`src/rtl/ma_crossover_filter.sv`:
```
// Dual-window (fast/slow) moving-average engine over a shared circular history,
// with crossover pulses. Define MA_ROUND_EN to round averages half-up instead of truncating.
module ma_crossover_filter #(
    parameter int DATA_W    = 8,
    parameter int FAST_LOG2 = 2,
    parameter int SLOW_LOG2 = 5
) (
    input  logic              clk,
    input  logic              rst_n,
    input  logic              in_valid,
    input  logic [DATA_W-1:0] in_data,
    input  logic              clear,
    output logic              out_valid,
    output logic [DATA_W-1:0] fast_avg,
    output logic [DATA_W-1:0] slow_avg,
    output logic              primed,
    output logic              cross_up,
    output logic              cross_down
);

    localparam int DEPTH  = 1 << SLOW_LOG2;
    localparam int FAST_N = 1 << FAST_LOG2;
    localparam int FW     = DATA_W + FAST_LOG2;
    localparam int SW     = DATA_W + SLOW_LOG2;

    localparam logic [SLOW_LOG2:0]   FILL_FULL = (SLOW_LOG2+1)'(DEPTH);
    localparam logic [SLOW_LOG2:0]   FILL_FAST = (SLOW_LOG2+1)'(FAST_N);
    localparam logic [SLOW_LOG2:0]   FILL_ONE  = (SLOW_LOG2+1)'(1);
    localparam logic [SLOW_LOG2-1:0] FAST_OFF  = SLOW_LOG2'(FAST_N);
    localparam logic [SLOW_LOG2-1:0] WPTR_ONE  = SLOW_LOG2'(1);

    typedef enum logic [1:0] {
        ST_WARMUP = 2'd0,
        ST_BELOW  = 2'd1,
        ST_ABOVE  = 2'd2
    } xover_state_t;

    logic [DATA_W-1:0]    r_buf [DEPTH];
    logic [SLOW_LOG2-1:0] r_wptr;
    logic [SLOW_LOG2:0]   r_fill;
    logic [FW-1:0]        r_fast_sum;
    logic [SW-1:0]        r_slow_sum;
    xover_state_t         r_state;

    logic                 w_accept;
    logic [SLOW_LOG2-1:0] w_fast_addr;
    logic [DATA_W-1:0]    w_slow_old;
    logic [DATA_W-1:0]    w_fast_old;
    logic [FW-1:0]        w_fast_sum_nxt;
    logic [SW-1:0]        w_slow_sum_nxt;
    logic [SLOW_LOG2:0]   w_fill_nxt;
    logic                 w_primed_nxt;
    logic [DATA_W-1:0]    w_fast_avg;
    logic [DATA_W-1:0]    w_slow_avg;
    logic                 w_above;

    assign w_accept = in_valid & ~clear;

    // Samples leaving each window; entries not yet written since clear read as zero.
    always_comb begin
        w_fast_addr = r_wptr - FAST_OFF;
        if (r_fill == FILL_FULL) begin
            w_slow_old = r_buf[r_wptr];
        end else begin
            w_slow_old = {DATA_W{1'b0}};
        end
        if (r_fill >= FILL_FAST) begin
            w_fast_old = r_buf[w_fast_addr];
        end else begin
            w_fast_old = {DATA_W{1'b0}};
        end
    end

    // Running sums and saturating fill count for the sample being accepted.
    always_comb begin
        w_fast_sum_nxt = r_fast_sum + FW'(in_data) - FW'(w_fast_old);
        w_slow_sum_nxt = r_slow_sum + SW'(in_data) - SW'(w_slow_old);
        if (r_fill == FILL_FULL) begin
            w_fill_nxt = r_fill;
        end else begin
            w_fill_nxt = r_fill + FILL_ONE;
        end
        w_primed_nxt = (w_fill_nxt == FILL_FULL);
    end

`ifdef MA_ROUND_EN
    localparam logic [FW:0] FAST_HALF = (FW+1)'(FAST_N / 2);
    localparam logic [SW:0] SLOW_HALF = (SW+1)'(DEPTH / 2);

    logic [FW:0] w_fast_rnd;
    logic [SW:0] w_slow_rnd;

    // Round half up; the clamp never engages for in-range sums but keeps the top bit meaningful.
    always_comb begin
        w_fast_rnd = {1'b0, w_fast_sum_nxt} + FAST_HALF;
        w_slow_rnd = {1'b0, w_slow_sum_nxt} + SLOW_HALF;
        if (w_fast_rnd[FW]) begin
            w_fast_avg = {DATA_W{1'b1}};
        end else begin
            w_fast_avg = w_fast_rnd[FW-1:FAST_LOG2];
        end
        if (w_slow_rnd[SW]) begin
            w_slow_avg = {DATA_W{1'b1}};
        end else begin
            w_slow_avg = w_slow_rnd[SW-1:SLOW_LOG2];
        end
    end
`else
    // Truncating division by the full window length.
    always_comb begin
        w_fast_avg = w_fast_sum_nxt[FW-1:FAST_LOG2];
        w_slow_avg = w_slow_sum_nxt[SW-1:SLOW_LOG2];
    end
`endif

    assign w_above = (w_fast_avg > w_slow_avg);

    // History storage; contents are deliberately left unreset, the fill count masks them.
    always_ff @(posedge clk) begin
        if (w_accept) begin
            r_buf[r_wptr] <= in_data;
        end
    end

    // Filter state, registered outputs and crossover FSM.
    always_ff @(posedge clk or negedge rst_n) begin
        if (!rst_n) begin
            r_wptr     <= {SLOW_LOG2{1'b0}};
            r_fill     <= {(SLOW_LOG2+1){1'b0}};
            r_fast_sum <= {FW{1'b0}};
            r_slow_sum <= {SW{1'b0}};
            r_state    <= ST_WARMUP;
            out_valid  <= 1'b0;
            fast_avg   <= {DATA_W{1'b0}};
            slow_avg   <= {DATA_W{1'b0}};
            primed     <= 1'b0;
            cross_up   <= 1'b0;
            cross_down <= 1'b0;
        end else if (clear) begin
            r_wptr     <= {SLOW_LOG2{1'b0}};
            r_fill     <= {(SLOW_LOG2+1){1'b0}};
            r_fast_sum <= {FW{1'b0}};
            r_slow_sum <= {SW{1'b0}};
            r_state    <= ST_WARMUP;
            out_valid  <= 1'b0;
            fast_avg   <= {DATA_W{1'b0}};
            slow_avg   <= {DATA_W{1'b0}};
            primed     <= 1'b0;
            cross_up   <= 1'b0;
            cross_down <= 1'b0;
        end else if (in_valid) begin
            r_wptr     <= r_wptr + WPTR_ONE;
            r_fill     <= w_fill_nxt;
            r_fast_sum <= w_fast_sum_nxt;
            r_slow_sum <= w_slow_sum_nxt;
            out_valid  <= 1'b1;
            fast_avg   <= w_fast_avg;
            slow_avg   <= w_slow_avg;
            primed     <= w_primed_nxt;
            cross_up   <= 1'b0;
            cross_down <= 1'b0;
            if (w_primed_nxt) begin
                case (r_state)
                    ST_WARMUP: r_state <= w_above ? ST_ABOVE : ST_BELOW;
                    ST_BELOW: begin
                        if (w_above) begin
                            r_state  <= ST_ABOVE;
                            cross_up <= 1'b1;
                        end
                    end
                    ST_ABOVE: begin
                        if (!w_above) begin
                            r_state    <= ST_BELOW;
                            cross_down <= 1'b1;
                        end
                    end
                    default: r_state <= ST_WARMUP;
                endcase
            end
        end else begin
            out_valid  <= 1'b0;
            cross_up   <= 1'b0;
            cross_down <= 1'b0;
        end
    end

endmodule

```
`config.mk`:
```
export PLATFORM = sky130hd
export DESIGN_NAME = ma_crossover_filter
export DESIGN_NICKNAME = d
export VERILOG_FILES = /design/src/rtl/ma_crossover_filter.sv
export SDC_FILE = /design/constraint.sdc
export NUM_CORES = 1
export LEC_CHECK = 0
export BUFFER_PORTS_ARGS = -buffer_cell sky130_fd_sc_hd__buf_2
export CAP_MARGIN = 10
export CORE_MARGIN = 2
export CORE_UTILIZATION = 50
export CTS_CLUSTER_DIAMETER = 60
export DETAILED_ROUTE_END_ITERATION = 7
export PLACE_DENSITY = 0.66
export SLEW_MARGIN = 40
export SYNTH_ARGS = -nofsm -noshare
export SYNTH_HDL_FRONTEND = slang
export SYNTH_SLANG_ARGS = --single-unit
```
`constraint.sdc`:
```
create_clock -name clk -period 6.15 [get_ports clk]
set_input_delay 0.615 -clock clk [delete_from_list [all_inputs] [get_ports clk]]
set_output_delay 0.615 -clock clk [all_outputs]
set_load 0.05 [all_outputs]
```
Word level (Yosys, flattened, before mapping)
Memories as Yosys holds them, arrays and structs flattened.
Cells that the tools add are included.

storage, ports and cells
  bits in registers = 56
  bits in writable memories = 256
  input port bits = 12
  output and inout bits = 20
  word-level logic and storage cells = 71
  memories = 1

memories
  memory  words  bits a word  rd ports  clocked after Yosys merged registers in  wr ports  line  RTL
  r_buf   32     8            2         0                                        1         38    logic [DATA_W-1:0] r_buf [DEPTH];

cells by class
  $add $sub $neg = 7
  order comparisons = 2
  equality and inequality tests = 6
  multiplexer cells = 38
  bitwise operators = 2
  reductions and logical operators = 4

operator list
  cell                   number
  $mux W8                6
  $mux W13               2
  $mux W10               2
  $mux W6                3
  $mux W1                16
  $add A13 B8 Y13        1
  $sub A13 B8 Y13        1
  $eq A6 B6 Y1 const B   2
  $mux W2                6
  $add A10 B8 Y10        1
  $mux W5                2
  $sub A10 B8 Y10        1
  $gt A8 B8 Y1           1
  $add A6 B1 Y6 const B  1
  $ge A6 B3 Y1 const B   1
  $ne A3 B3 Y1 const B   2
  $pmux W2 S3            1
  $add A5 B1 Y5 const B  1
  $sub A5 B3 Y5 const B  1
  $reduce_and A4 Y1      1
  $reduce_bool A2 Y1     2
  $eq A2 B1 Y1 const B   1
  $eq A2 B2 Y1 const B   1
  $logic_not A2 Y1       1
  other kinds (2)        2

Depth between registers and ports, before layout
An unclocked memory read counts as a cell.

  depth after elaboration = 10
  mapped depth = 24
  mapped depth without buffers = 22

Worst setup path before layout
OpenSTA, ideal clock, no wires.

  path type = flip-flop to flip-flop
  from = register r_wptr[0]
  to = register r_state[1]
  setup time = 78 ps
  arrival time = 4,859 ps
  data required time = 6,072 ps
  slack = 1,213 ps
  cell stages (with the launch flop) = 21
  buffers on the path = 2
  period minus slack after synthesis = 4,937 ps
  path through = dfrtp_1 -> buf_6 -> buf_2 -> mux4_2 -> a22o_1 -> a221oi_1 -> a31oi_1 -> fa_1 -> inv_1 -> ha_1 -> a211oi_1 -> o21ai_1 -> and4_1 -> a311oi_1 -> xor2_1 -> ha_1 -> nand4_1 -> a21oi_1 -> o22ai_1 -> or3b_1 -> a21oi_1

between the ends
  cells in the longest elaborated chain, start to end = 10
  elaborated cells on any way between the ends = 15
  classes of those cells = add/sub: 3; order compare: 1; eq/ne: 2; mux: 7; reduce/logical: 1; memory: 1

ends and longest elaborated chain
  item                    line  RTL
  from (decl)             39    logic [SLOW_LOG2-1:0] r_wptr;
  from (signal assigned)  128   r_wptr <= {SLOW_LOG2{1'b0}};
  from (signal assigned)  140   r_wptr <= {SLOW_LOG2{1'b0}};
  from (signal assigned)  152   r_wptr <= r_wptr + WPTR_ONE;
  $sub A5 B3 Y5           61    w_fast_addr = r_wptr - FAST_OFF;
  $mem_v2 Z32 W8 *        --
  $mux W8                 67    if (r_fill >= FILL_FAST) begin
  $sub A10 B8 Y10         76    w_fast_sum_nxt = r_fast_sum + FW'(in_data) - FW'(w_fast_old);
  $gt A8 B8 Y1 *          116   assign w_above = (w_fast_avg > w_slow_avg);
  $mux W2                 164   ST_WARMUP: r_state <= w_above ? ST_ABOVE : ST_BELOW;
  $pmux W2 S3             163   case (r_state)
  $mux W2                 162   if (w_primed_nxt) begin
  $mux W2                 151   end else if (in_valid) begin
  $mux W2                 139   end else if (clear) begin
  to (signal assigned)    164
  to (decl)               43    xover_state_t r_state;

Every way passes the cells marked *; elsewhere a longest branch is shown, timed or not. The select of a mux whose other input is x is not followed.
A chain may end at the register's enable or synchronous reset.

Worst setup path in the final report
  from = register r_wptr[1]
  to = register r_state[1]

Same word-level chain as after synthesis.

==> reports/qor.yml <==
yosys-top-cells-count: "edfxtp_1, inv_1, nor2_1"
cts_buffer_depth: 3
leakage_nw: 5.65
wirelength_um: 32500
start_util_pct: 51.0
cts.clk_slew.worst_paths_ns: 0.07
cts_resized: 0
path_class: "reg -> reg"
clock-root-buffer: "clkbuf_16"
crit_arrival_ns: 6.22
synth_edf_count: 256
drc: 0
cp_top_family: "compound AO/OA/AOI/OAI gates"
insertedDiodeCount: 0
p_comb_share_pct: 29.8
track_usage_pct: 21.8
reg2reg_slack_ns: 0.43
n_fill_cell: 2195
crit-reg2reg-capture: "r_state[1]$_DFFE_PN0P_"
syn2layout_area_growth_pct: 10.8
worstReg2RegStart: "r_wptr[1]$_DFFE_PN0N_"
placementRows: 61
multiInputGateArea_mm2: 0.00484
numCtsBuffers: 31
wl_per_cell_um: 24.1
nets: 1011
report.final.setup_viol: 0
gr-total-overflow: 0
clock.fmax_mhz: 175
vias: 8104
cts.sinks: 296
synth_nets: 984
synth_most_common_cell: "edfxtp_1"
worst_ir_drop_vdd_uv: 285
p_sw_mw: 1.95
timing.final.hold_violations: 0
seq_area_frac_synth_pct: 61.1
synthCells: 917
worst_slew_pin_slew_ns: 0.822
grt_pass1_wl_um: 49400
die_h_um: 173
path_cells: "buf_12 -> mux4_1 -> a22oi_1 -> a31oi_1 -> fa_1 -> inv_1 -> ha_1 -> a211oi_1 -> o21ai_1 -> and4_1 -> a311oi_1 -> xor2_1 -> ha_1 -> nand4_1 -> a21oi_1 -> o22ai_1 -> or3b_1 -> a21oi_1"
ys.flop_type: "edfxtp_1"
tns_ns: 0
seqCellArea_mm2: 0.00869
grt_max_degree: 51
critPathMaxFanout: 31
synth_warnings: 0
p_sw_share_pct: 32.3
slew_viol_final: 0
grt_antenna_before_repair: 0
cp-start-kind: "flop"
synth-seq-cells: 296
synth_top_area_share_pct: 54.1
cts_tree: "yes"
post_cts_buffers: 0
layout-drive-gt1-share_pct: 16.3
cp-end-kind: "flop"
dr.first_iter.drc_count: 951
seqPwrFrac_pct: 38.1
synth_cell_types: 63
p_int_mw: 4.09
rsz0062_at_grt: "false"
reg2reg_depth: 18
crit_slowest_cell: "dfrtp_2"
post-route-period-util_pct: 93.0
synth.area.top_cells: "edfxtp_1, mux4_2, dfrtp_1"
core_area_mm2: 0.0279
place.gp.congestion: 0.904
ios: 32
vias_per_cell: 6.02
status: "complete, no violations"
instances_no_fill: 1347
drv_cap: 0
h-tree-depth: 1
grt_pass1_vias: 8074
fin_crit_ns: 5.72
dp_cells: 1288
power_density_mw_per_mm2: 384
portBuffers: 31
async_flop_share_pct: 13.5
fp.dieW_um: 173
clkPwrFrac_pct: 32.1
hold_class: "in -> async"
synth_area_leader_cell: "edfxtp_1"
detail-route-antenna-nets: 0
clock_skew_ns: 0.0171
die_area_mm2: 0.0298
syn_area_mm2: 0.0142
drtPass1Iterations: 7
cts_hold_buf: 0
dp_hpwl_um: 21400
slew_headroom_pct: 45.0
critPathBufInv: 2
clk-insertion-delay-late_ns: 0.58
cp.required_ns: 6.65
critical_path.max_stage_delay_ns: 0.85
avgSynthCellArea_um2: 15.5
## worst max path at each step
stage / from / end / slack [ns] / depth (start not counted)
after floorplan: r_wptr[0]$_DFFE_PN0N_ / r_state[1]$_DFFE_PN0P_ / 1.21 / 20
after global placement: r_wptr[0]$_DFFE_PN0N_ / r_state[1]$_DFFE_PN0P_ / 0.51 / 19
after detailed placement: r_wptr[0]$_DFFE_PN0N_ / r_state[1]$_DFFE_PN0P_ / 0.45 / 20
after CTS: r_wptr[0]$_DFFE_PN0N_ / r_state[1]$_DFFE_PN0P_ / 0.43 / 20
after global routing: r_wptr[1]$_DFFE_PN0N_ / r_state[1]$_DFFE_PN0P_ / 0.02 / 18
final: r_wptr[1]$_DFFE_PN0N_ / r_state[1]$_DFFE_PN0P_ / 0.43 / 18
## cell usage in the layout (no fill, tap or decap), drive strengths merged, types with 10 or more instances in the layout
cell	n
a21oi	25
a22oi	16
a31oi	10
buf	52
clkbuf	35
clkinv	11
dfrtp	40
edfxtp	256
fa	16
ha	39
inv	95
mux2i	12
mux4	80
nand2	24
nand3	10
nor2	73
nor3	12
o21ai	14
xnor2	22
xor2	11
## power by group through the flow
stage,logic (mW),clock network [mW],registers [mW]
global route,2.00,2.06,2.31
global placement,1.75,0,2.35
floorplan,1.43,0,2.32
CTS,1.79,1.98,2.31
finish,1.80,1.94,2.30
detailed placement,1.78,0,2.35
## flip-flops by register name, indices dropped and copies added, names as in the netlist
name	cells
r_state	2
r_buf	256
fast_avg	8
slow_avg	8
out_valid	1
r_fast_sum	2
primed	1
r_fill	6
r_wptr	5
r_slow_sum	5
cross_down	1
cross_up	1
## cells by family after synthesis
group                    after synthesis  synth area share, %
AO/OA/AOI/OAI                        128                 6.17
XOR/XNOR                              33                 2.03
adder cells (fa/ha/maj)               55                 5.69
buffers and inverters                148                 4.88
flip-flops                           296                 61.1
multiplexers                          93                 14.5
AND/OR/NAND/NOR                      164                 5.60
## metal layers
layer | track usage [%] | vias up | part of all wire [%]
li1 | - | 3591 | -
met1 | 31.7 | 4149 | 45
met2 | 35.0 | 293 | 47
met3 | 3.17 | 71 | 5.6
met4 | 5.73 | 0 | 2.8
met5 | 0 | - | 0
## final cells by class
cell class | count | area share (%)
flip-flops and latches | 296 | 55.2
repair buffers | 52 | 2.16
inverters | 90 | 2.14
clock inverters | 23 | 1.75
multi-input cells | 473 | 30.7
well taps | 378 | 3.00
clock buffers | 35 | 5.02
## metrics by stage
stage	utilization [%]	hold slack (ns)	worst slack, ns	power (mW)	area [um2]
after detailed placement	52.6	0.485	0.448	4.13	14700
after floorplan	-	0.319	1.21	3.75	14200
after global routing	56.6	0.0630	0.0192	6.37	15800
after global placement	52.6	0.479	0.512	4.10	14700
final	56.6	0.0271	0.433	6.05	15800
after CTS	56.4	0.0315	0.433	6.08	15700
Note: power is estimated with default switching activity, not from simulation.
